### src/rtl/pd_pkg.sv
// Shared types and constants for the pd_serializer front end.
//   pd_state_e   : shift-path state (idle / shifting)
//   PD_DEF_WIDTH : default word width
//   pd_out_pos() : position of the bit presented first for a given bit order
package pd_pkg;

    typedef enum logic {
        PD_IDLE  = 1'b0,
        PD_SHIFT = 1'b1
    } pd_state_e;

    localparam int unsigned PD_DEF_WIDTH = 8;

    // Bit position that holds the next serial bit in the output shift register.
    function automatic int unsigned pd_out_pos(input int unsigned width, input bit msb_first);
        return msb_first ? (width - 1) : 0;
    endfunction

endpackage

### src/rtl/pd_hold_buf.sv
// One-entry holding buffer between the word handshake and the shift path.
//   clk_i, rst_i : clock, synchronous active-high reset
//   load_i       : capture word_i (buffer must be empty)
//   drain_i      : buffer content moves into the shift path this edge
//   word_i       : word to capture
//   word_o       : buffered word
//   full_o       : buffer holds a word
//   ready_o      : registered inverse of the full flag
module pd_hold_buf
    import pd_pkg::*;
#(
    parameter int unsigned WIDTH = PD_DEF_WIDTH
) (
    input  logic             clk_i,
    input  logic             rst_i,
    input  logic             load_i,
    input  logic             drain_i,
    input  logic [WIDTH-1:0] word_i,
    output logic [WIDTH-1:0] word_o,
    output logic             full_o,
    output logic             ready_o
);

    logic [WIDTH-1:0] data_q, data_d;
    logic             full_q, full_d;
    logic             ready_q;

    // Next buffer contents; a drain always wins since no load can coincide with it.
    always_comb begin
        data_d = data_q;
        full_d = full_q;
        if (drain_i) begin
            full_d = 1'b0;
        end else if (load_i) begin
            full_d = 1'b1;
            data_d = word_i;
        end
    end

    always_ff @(posedge clk_i) begin
        if (rst_i) begin
            data_q  <= '0;
            full_q  <= 1'b0;
            ready_q <= 1'b1;
        end else begin
            data_q  <= data_d;
            full_q  <= full_d;
            ready_q <= ~full_d;
        end
    end

    assign word_o  = data_q;
    assign full_o  = full_q;
    assign ready_o = ready_q;

endmodule

### src/rtl/pd_serializer.sv
// Parallel-to-serial front end feeding the pdm pattern detector.
//   clk_i, rst_i  : clock, synchronous active-high reset
//   word_i        : parallel word, accepted when word_valid_i & word_ready_o
//   word_valid_i  : word_i is valid
//   word_ready_o  : a word can be accepted this cycle
//   hold_i        : pause the serial stream without losing bits
//   data_o        : serial bit
//   valid_o       : data_o carries a bit this cycle
//   last_o        : final bit of a word
//   busy_o        : a word is being shifted or is buffered
module pd_serializer
    import pd_pkg::*;
#(
    parameter int unsigned WIDTH     = PD_DEF_WIDTH,
    parameter bit          MSB_FIRST = 1'b1
) (
    input  logic             clk_i,
    input  logic             rst_i,
    input  logic [WIDTH-1:0] word_i,
    input  logic             word_valid_i,
    output logic             word_ready_o,
    input  logic             hold_i,
    output logic             data_o,
    output logic             valid_o,
    output logic             last_o,
    output logic             busy_o
);

    localparam int unsigned      CNT_W    = (WIDTH > 1) ? $clog2(WIDTH) : 1;
    localparam logic [CNT_W-1:0] LAST_CNT = CNT_W'(WIDTH - 1);
    localparam int unsigned      OUT_POS  = pd_out_pos(WIDTH, MSB_FIRST);

    pd_state_e        state_q, state_d;
    logic [CNT_W-1:0] cnt_q, cnt_d;
    logic [WIDTH-1:0] shreg_q, shreg_d;
    logic             data_q, data_d;
    logic             valid_q, valid_d;
    logic             last_q, last_d;
    logic             busy_q, busy_d;

    logic [WIDTH-1:0] buf_word;
    logic             buf_full;
    logic             buf_ready;

    logic             accept_c;
    logic             advance_c;
    logic             drain_c;
    logic             bypass_c;
    logic             buf_load_c;
    logic [WIDTH-1:0] next_word_c;
    logic [WIDTH-1:0] shifted_c;

    // Handshake and shift-path advance decisions.
    assign accept_c    = word_valid_i & buf_ready;
    assign advance_c   = ~hold_i & ((state_q == PD_IDLE) | (cnt_q == LAST_CNT));
    assign drain_c     = advance_c & buf_full;
    assign bypass_c    = advance_c & ~buf_full & accept_c;
    assign buf_load_c  = accept_c & ~advance_c;
    assign next_word_c = buf_full ? buf_word : word_i;

    // The presented bit always sits at OUT_POS; shifting exposes the next one.
    always_comb begin
        if (MSB_FIRST) begin
            shifted_c = {shreg_q[WIDTH-2:0], 1'b0};
        end else begin
            shifted_c = {1'b0, shreg_q[WIDTH-1:1]};
        end
    end

    pd_hold_buf #(
        .WIDTH (WIDTH)
    ) u_hold_buf (
        .clk_i   (clk_i),
        .rst_i   (rst_i),
        .load_i  (buf_load_c),
        .drain_i (drain_c),
        .word_i  (word_i),
        .word_o  (buf_word),
        .full_o  (buf_full),
        .ready_o (buf_ready)
    );

    // Next-state and output logic; hold freezes everything except valid/last.
    always_comb begin
        state_d = state_q;
        cnt_d   = cnt_q;
        shreg_d = shreg_q;
        data_d  = data_q;
        valid_d = 1'b0;
        last_d  = 1'b0;

        if (!hold_i) begin
            if (advance_c) begin
                if (drain_c || bypass_c) begin
                    state_d = PD_SHIFT;
                    cnt_d   = '0;
                    shreg_d = next_word_c;
                    data_d  = next_word_c[OUT_POS];
                    valid_d = 1'b1;
                end else begin
                    state_d = PD_IDLE;
                end
            end else if (state_q == PD_SHIFT) begin
                cnt_d   = cnt_q + CNT_W'(1);
                shreg_d = shifted_c;
                data_d  = shifted_c[OUT_POS];
                valid_d = 1'b1;
                last_d  = (cnt_d == LAST_CNT);
            end
        end

        busy_d = (state_d == PD_SHIFT) | (buf_full & ~drain_c) | buf_load_c;
    end

    always_ff @(posedge clk_i) begin
        if (rst_i) begin
            state_q <= PD_IDLE;
            cnt_q   <= '0;
            shreg_q <= '0;
            data_q  <= 1'b0;
            valid_q <= 1'b0;
            last_q  <= 1'b0;
            busy_q  <= 1'b0;
        end else begin
            state_q <= state_d;
            cnt_q   <= cnt_d;
            shreg_q <= shreg_d;
            data_q  <= data_d;
            valid_q <= valid_d;
            last_q  <= last_d;
            busy_q  <= busy_d;
        end
    end

    assign word_ready_o = buf_ready;
    assign data_o       = data_q;
    assign valid_o      = valid_q;
    assign last_o       = last_q;
    assign busy_o       = busy_q;

endmodule

### config.mk
export PLATFORM = sky130hd
export DESIGN_NAME = pd_serializer
export DESIGN_NICKNAME = d
export VERILOG_FILES = /design/src/rtl/pd_pkg.sv /design/src/rtl/pd_hold_buf.sv /design/src/rtl/pd_serializer.sv
export SDC_FILE = /design/constraint.sdc
export NUM_CORES = 1
export LEC_CHECK = 0
export ABC_AREA = 1
export BUFFER_PORTS_ARGS = -buffer_cell sky130_fd_sc_hd__buf_2
export CELL_PAD_IN_SITES_DETAIL_PLACEMENT = 0
export CELL_PAD_IN_SITES_GLOBAL_PLACEMENT = 1
export CORE_UTILIZATION = 42
export CTS_CLUSTER_DIAMETER = 60
export DETAILED_ROUTE_END_ITERATION = 8
export GPL_ROUTABILITY_DRIVEN = 0
export GPL_TIMING_DRIVEN = 0
export PLACE_DENSITY_LB_ADDON = 0.1
export SYNTH_ARGS = -nofsm -noshare
export SYNTH_HDL_FRONTEND = slang
export SYNTH_SLANG_ARGS = --single-unit
### constraint.sdc
create_clock -name clk_i -period 3.2 [get_ports clk_i]
set_input_delay 0.16 -clock clk_i [delete_from_list [all_inputs] [get_ports clk_i]]
set_output_delay 0.16 -clock clk_i [all_outputs]
set_load 0.02 [all_outputs]
======== Word level (Yosys, flattened, before mapping) ========
Cells that the tools add are included.
word-level totals
  word-level logic and storage cells ...... 53
  flip-flop bits (word level) ............. 25
  input bits .............................. 12
operators by class
  eq/ne operators ......................... 3
  multiplexer cells ....................... 17
  reductions and logical operators ........ 6
  $add $sub $neg .......................... 1
  bitwise operators ....................... 16
operators with widths
  kind                 count
  $mux 7               3
  $mux 1               10
  $mux 3               3
  $mux 8               1
  $and 1x1->1          7
  $eq 3x3->1 const B   2
  $not 1->1            6
  $reduce_or 4->1      1
  $add 3x1->3 const B  1
  $or 1x1->1           3
  $reduce_and 3->1     1
  $ne 2x1->1 const B   1
  $reduce_and 2->1     1
  $reduce_bool 2->1    1
  $reduce_or 2->1      1
  $logic_or 1x1->1     1

======== Logic depth before layout (Yosys ltp) ========
  word-level depth ........................ 11
  mapped depth ............................ 11

======== By module ========
Synthesis repeated with hierarchy kept, for this count alone.
unflattened totals
  cells, all modules ...................... 195
  area, all modules ....................... 1258.7 µm²
modules (own cells, without submodules)
  module         cells an instance  times used  area each (µm²)
  pd_serializer  137                1           852.1
  pd_hold_buf    58                 1           406.6

======== Worst setup path before layout ========
No wires, ideal clock.
  path type ............................... register to register
  start ................................... reg cnt_q[1]
  end ..................................... reg data_q (netlist: data_o)
  data arrival time ....................... 1.242 ns
  setup time .............................. 0.113 ns
  cell stages (with the launch flop) ...... 12
  required time ........................... 3.087 ns
  path slack .............................. 1.845 ns
  cells stage by stage .................... dfxtp_1 -> ha_1 -> ha_1 -> inv_1 -> nand2_1 -> nand2_1 -> buf_6 -> inv_4 -> nand2_1 -> nand2_1 -> nor2_1 -> nor2_1
on the way
  word-level cells in the longest chain between the ends .. 8
  elaborated cells between the ends (all ways) .. 11
ends and longest elaborated chain
  what                               line                  source
  start: declaration                 pd_serializer.sv:34   logic [CNT_W-1:0] cnt_q, cnt_d;
  start signal: assignment           pd_serializer.sv:126  cnt_q <= cnt_d;
  $eq 3x3->1 *                       pd_serializer.sv:55   assign advance_c = ~hold_i & ((state_q == PD_IDLE) | (cnt_q == LAST_CNT));
  $or 1x1->1 *                       pd_serializer.sv:55
  $and 1x1->1 *                      pd_serializer.sv:55
  $and 1x1->1 (2 in series)          pd_serializer.sv:57   assign bypass_c = advance_c & ~buf_full & accept_c;
  $logic_or 1x1->1                   pd_serializer.sv:94   if (drain_c || bypass_c) begin
  $ne 2x1->1 (no source line)        --
  $reduce_and 3->1 (no source line)  --
  end signal: assignment             pd_serializer.sv:128  data_q <= data_d;
  end: declaration                   pd_serializer.sv:36   logic data_q, data_d;
Every way passes the cells marked *; elsewhere a longest branch is shown, timed or not.
A chain may end at the register's enable or synchronous reset.

======== Final worst setup path ========
  start ................................... reg cnt_q[1]
  end ..................................... reg u_hold_buf.data_q[6] (netlist: u_hold_buf.word_o[6])
on the way
  word-level cells in the longest chain between the ends .. 6
  elaborated cells between the ends (all ways) .. 8
ends and longest elaborated chain
  what                                             line                                      source
  $eq 3x3->1 *                                     pd_serializer.sv:55
  $or 1x1->1 *                                     pd_serializer.sv:55
  $and 1x1->1 *                                    pd_serializer.sv:55
  $not 1->1 / $and 1x1->1 (equally long branches)  pd_serializer.sv:58, pd_serializer.sv:56
  $and 1x1->1 / $not 1->1 (equally long branches)  --
  $reduce_and 2->1 (no source line) *              --
  end signal: assignment                           pd_hold_buf.sv:46                         data_q <= data_d;
  end: declaration                                 pd_hold_buf.sv:24                         logic [WIDTH-1:0] data_q, data_d;
Marked as above.

==> run metrics <==
gr usage total 17.54%; GRT overflow 0; Die H 55.06 µm; clock root buffer clkbuf_4; Initial Util 46.05%; CP max FO 9; H-tree depth 1; HP Class input pin to flip-flop; post-CTS sizing 0; drt first-iter violations 19; post-route insts no fill 225; proportion of layout cells with a drive suffix above 1 between 10% and 20%; unique cell type count in the Yosys netlist 20; nets approximately 210; Slew headroom 87.39%; Max Clock Freq between 0.6 and 0.7 GHz; worst hold slack 0.05830 ns; CP delay by family, top simple AND/OR/NAND/NOR gates; initial antenna violation count 0; clk slew on worst S/H paths 0.13 ns; Row Count 18; Port Buffers 16; Final Hold Viols 0; vias 1,064; first-pass GRT wire length 3767 µm; CTS Buf Count 3; maxcap violations 0; Synthesis Warnings 0; number of routed nets with antenna violations 0; ordered cell list for the critical path ha_1 -> ha_1 -> inv_1 -> nand2_1 -> nand2_1 -> nand3_2 -> inv_2 -> nor2_1 -> nor2_1; final-layout fill cell count between 200 and 300; Residual DRC 0; DPL Wire Length about 1700 µm; # diodes 0; Avg WL per Cell between 10 and 15 µm; Mean Syn Cell Area between 6 and 7 µm²; CP peak stage delay 0.36 ns; critical path endpoint category flip-flop; CP Buf/Inv Count 2; Data required, critical path 3.47 ns; Layout area overhead 12.27%; Die Wd 55.06 µm; drt pass-1 iters 4; CP startpoint kind flip-flop; CTS Hold Buffers Added 0; total power draw 0.0006103 W; unrepaired setup endpoints after global routing no; CP Class flip-flop to flip-flop; placed instance area ~1300 µm²; status finished, final reports clean; core area 2567 µm²; Clock Sinks 25; Crit path arrival time 1.85 ns; WL final between 2000 and 2500 µm; Mapped Nets 190; most frequent cells in the layout 66 x nand2_1, 35 x nor2_1, 25 x dfxtp_1; Die Area 3032 µm²; period utilisation layout 49.43%; setup violators final 0; postcts setup bufs 0; commonest non-fill, non-tap cell in the layout nand2_1; P per Cell Area 459.7 nW/µm²; I/O pin count 17; Fin Setup TNS 0 ns; Avg Vias per Cell 4.729; vias in the first global route 941; Seq cells post-synth 25; crit path max-delay cell type dfxtp_1; Mapped Cells 175; clk_lat worst skew 0.32 ns; CTS tree built; P_leak 0.6989 nW; Worst VDD drop around 0.38 mV; Inst Count DP 221; Setup Skew 0.004479 ns; final instance area between 1000 and 1500 µm²; largest net degree at the start of global routing 15; Slew Viols, Final 0; sequential share of the synthesized area 42.33%; Synth Cell Area 1182 µm²; CTS max path bufs 2; Slew @ Worst Pin about 0.19 ns; Tmin final 1.582 ns
-- cell families (layout without fill, tap and decap cells) --
group | Yosys count | count (layout) | synth area share, %
AO/OA/AOI/OAI | 15 | 15 | 7.831
adder cells (fa/ha/maj) | 3 | 3 | 3.175
buffers and inverters | 23 | 43 | 10.16
flip-flops | 25 | 25 | 42.33
AND/OR/NAND/NOR | 109 | 109 | 36.51
-- area by class of cell --
cell class              count  area [µm²]  area share, %
clock buffers               3       22.52          1.697
inverters                  18       70.07          5.278
well taps                  30       37.54          2.828
clock inverters             1       5.005         0.3770
repair buffers             16       80.08          6.032
plain buffers               5       50.05          3.770
flip-flops and latches     25       500.5          37.70
multi-input cells         127       561.8          42.32
-- worst reg2reg max path, stage by stage (launching register included) --
cell and delay [ns]:
dfxtp_1 0.36, ha_1 0.19, ha_1 0.20, inv_1 0.07
nand2_1 0.05, nand2_1 0.12, nand3_2 0.18, inv_2 0.20
nor2_1 0.06, nor2_1 0.10
-- through the flow --
step / util (%) / worst slack, ns
after floorplan: - / 1.845
after global placement: 50.63 / 1.691
after detailed placement: 50.63 / 1.637
after CTS: 51.71 / 1.585
after global routing: 51.71 / 1.494
final: 51.71 / 1.618
-- state kept, by name, summed over array words and instances, names as in the netlist --
| name | cells |
|---|---|
| busy_o | 1 |
| cnt_q | 3 |
| shreg_q | 7 |
| u_hold_buf.ready_o | 1 |
| valid_o | 1 |
| last_o | 1 |
| u_hold_buf.word_o | 8 |
| u_hold_buf.full_o | 1 |
| state_q | 1 |
| data_o | 1 |
-- layer usage --
layer	up-vias	part of all wire [%]	GRT usage, %
met2	23	48	30.72
li1	570	-	-
met3	4	5.3	6.284
met4	0	0.99	5.417
met5	-	0	0
met1	467	46	19.70
-- final timing paths --
kind	end	slack [ns]	cells after the start	startpoint
worst min-delay path	cnt_q[1]	0.06	2	rst_i
worst max register to register	u_hold_buf.word_o[6]	1.62	9	cnt_q[1]
worst max-delay path	u_hold_buf.word_o[6]	1.62	9	cnt_q[1]
worst min register to register	cnt_q[2]	0.48	2	cnt_q[2]
-- power breakdown --
| part | switching (W) | internal (W) | total (W) | leakage, nW |
|---|---|---|---|---|
| Clock | 0.0000940 | 0.0000469 | 0.000141 | 0.0177 |
| Combinational | 0.0000752 | 0.0000474 | 0.000123 | 0.475 |
| Sequential | 0.0000117 | 0.000335 | 0.000347 | 0.206 |
-- synthesized netlist by cell type --
cell / n / area (µm²)
ha_1: 3 / 37.54
or2_2: 1 / 6.260
inv_2: 4 / 15.01
a21oi_1: 3 / 15.01
o21ai_1: 1 / 5.000
a21oi_2: 1 / 8.760
buf_6: 4 / 45.04
inv_4: 1 / 6.260
a21oi_4: 1 / 16.27
nor2_1: 35 / 131.4
nand2_2: 3 / 18.77
nand3_2: 1 / 10.01
buf_2: 1 / 5.000
nand3_1: 2 / 10.01
nand2_1: 66 / 247.7
inv_1: 13 / 48.80
nand3b_1: 1 / 7.510
o21ai_0: 8 / 40.04
o21a_1: 1 / 7.510
dfxtp_1: 25 / 500.5
Power figures use the tool's default switching activity.
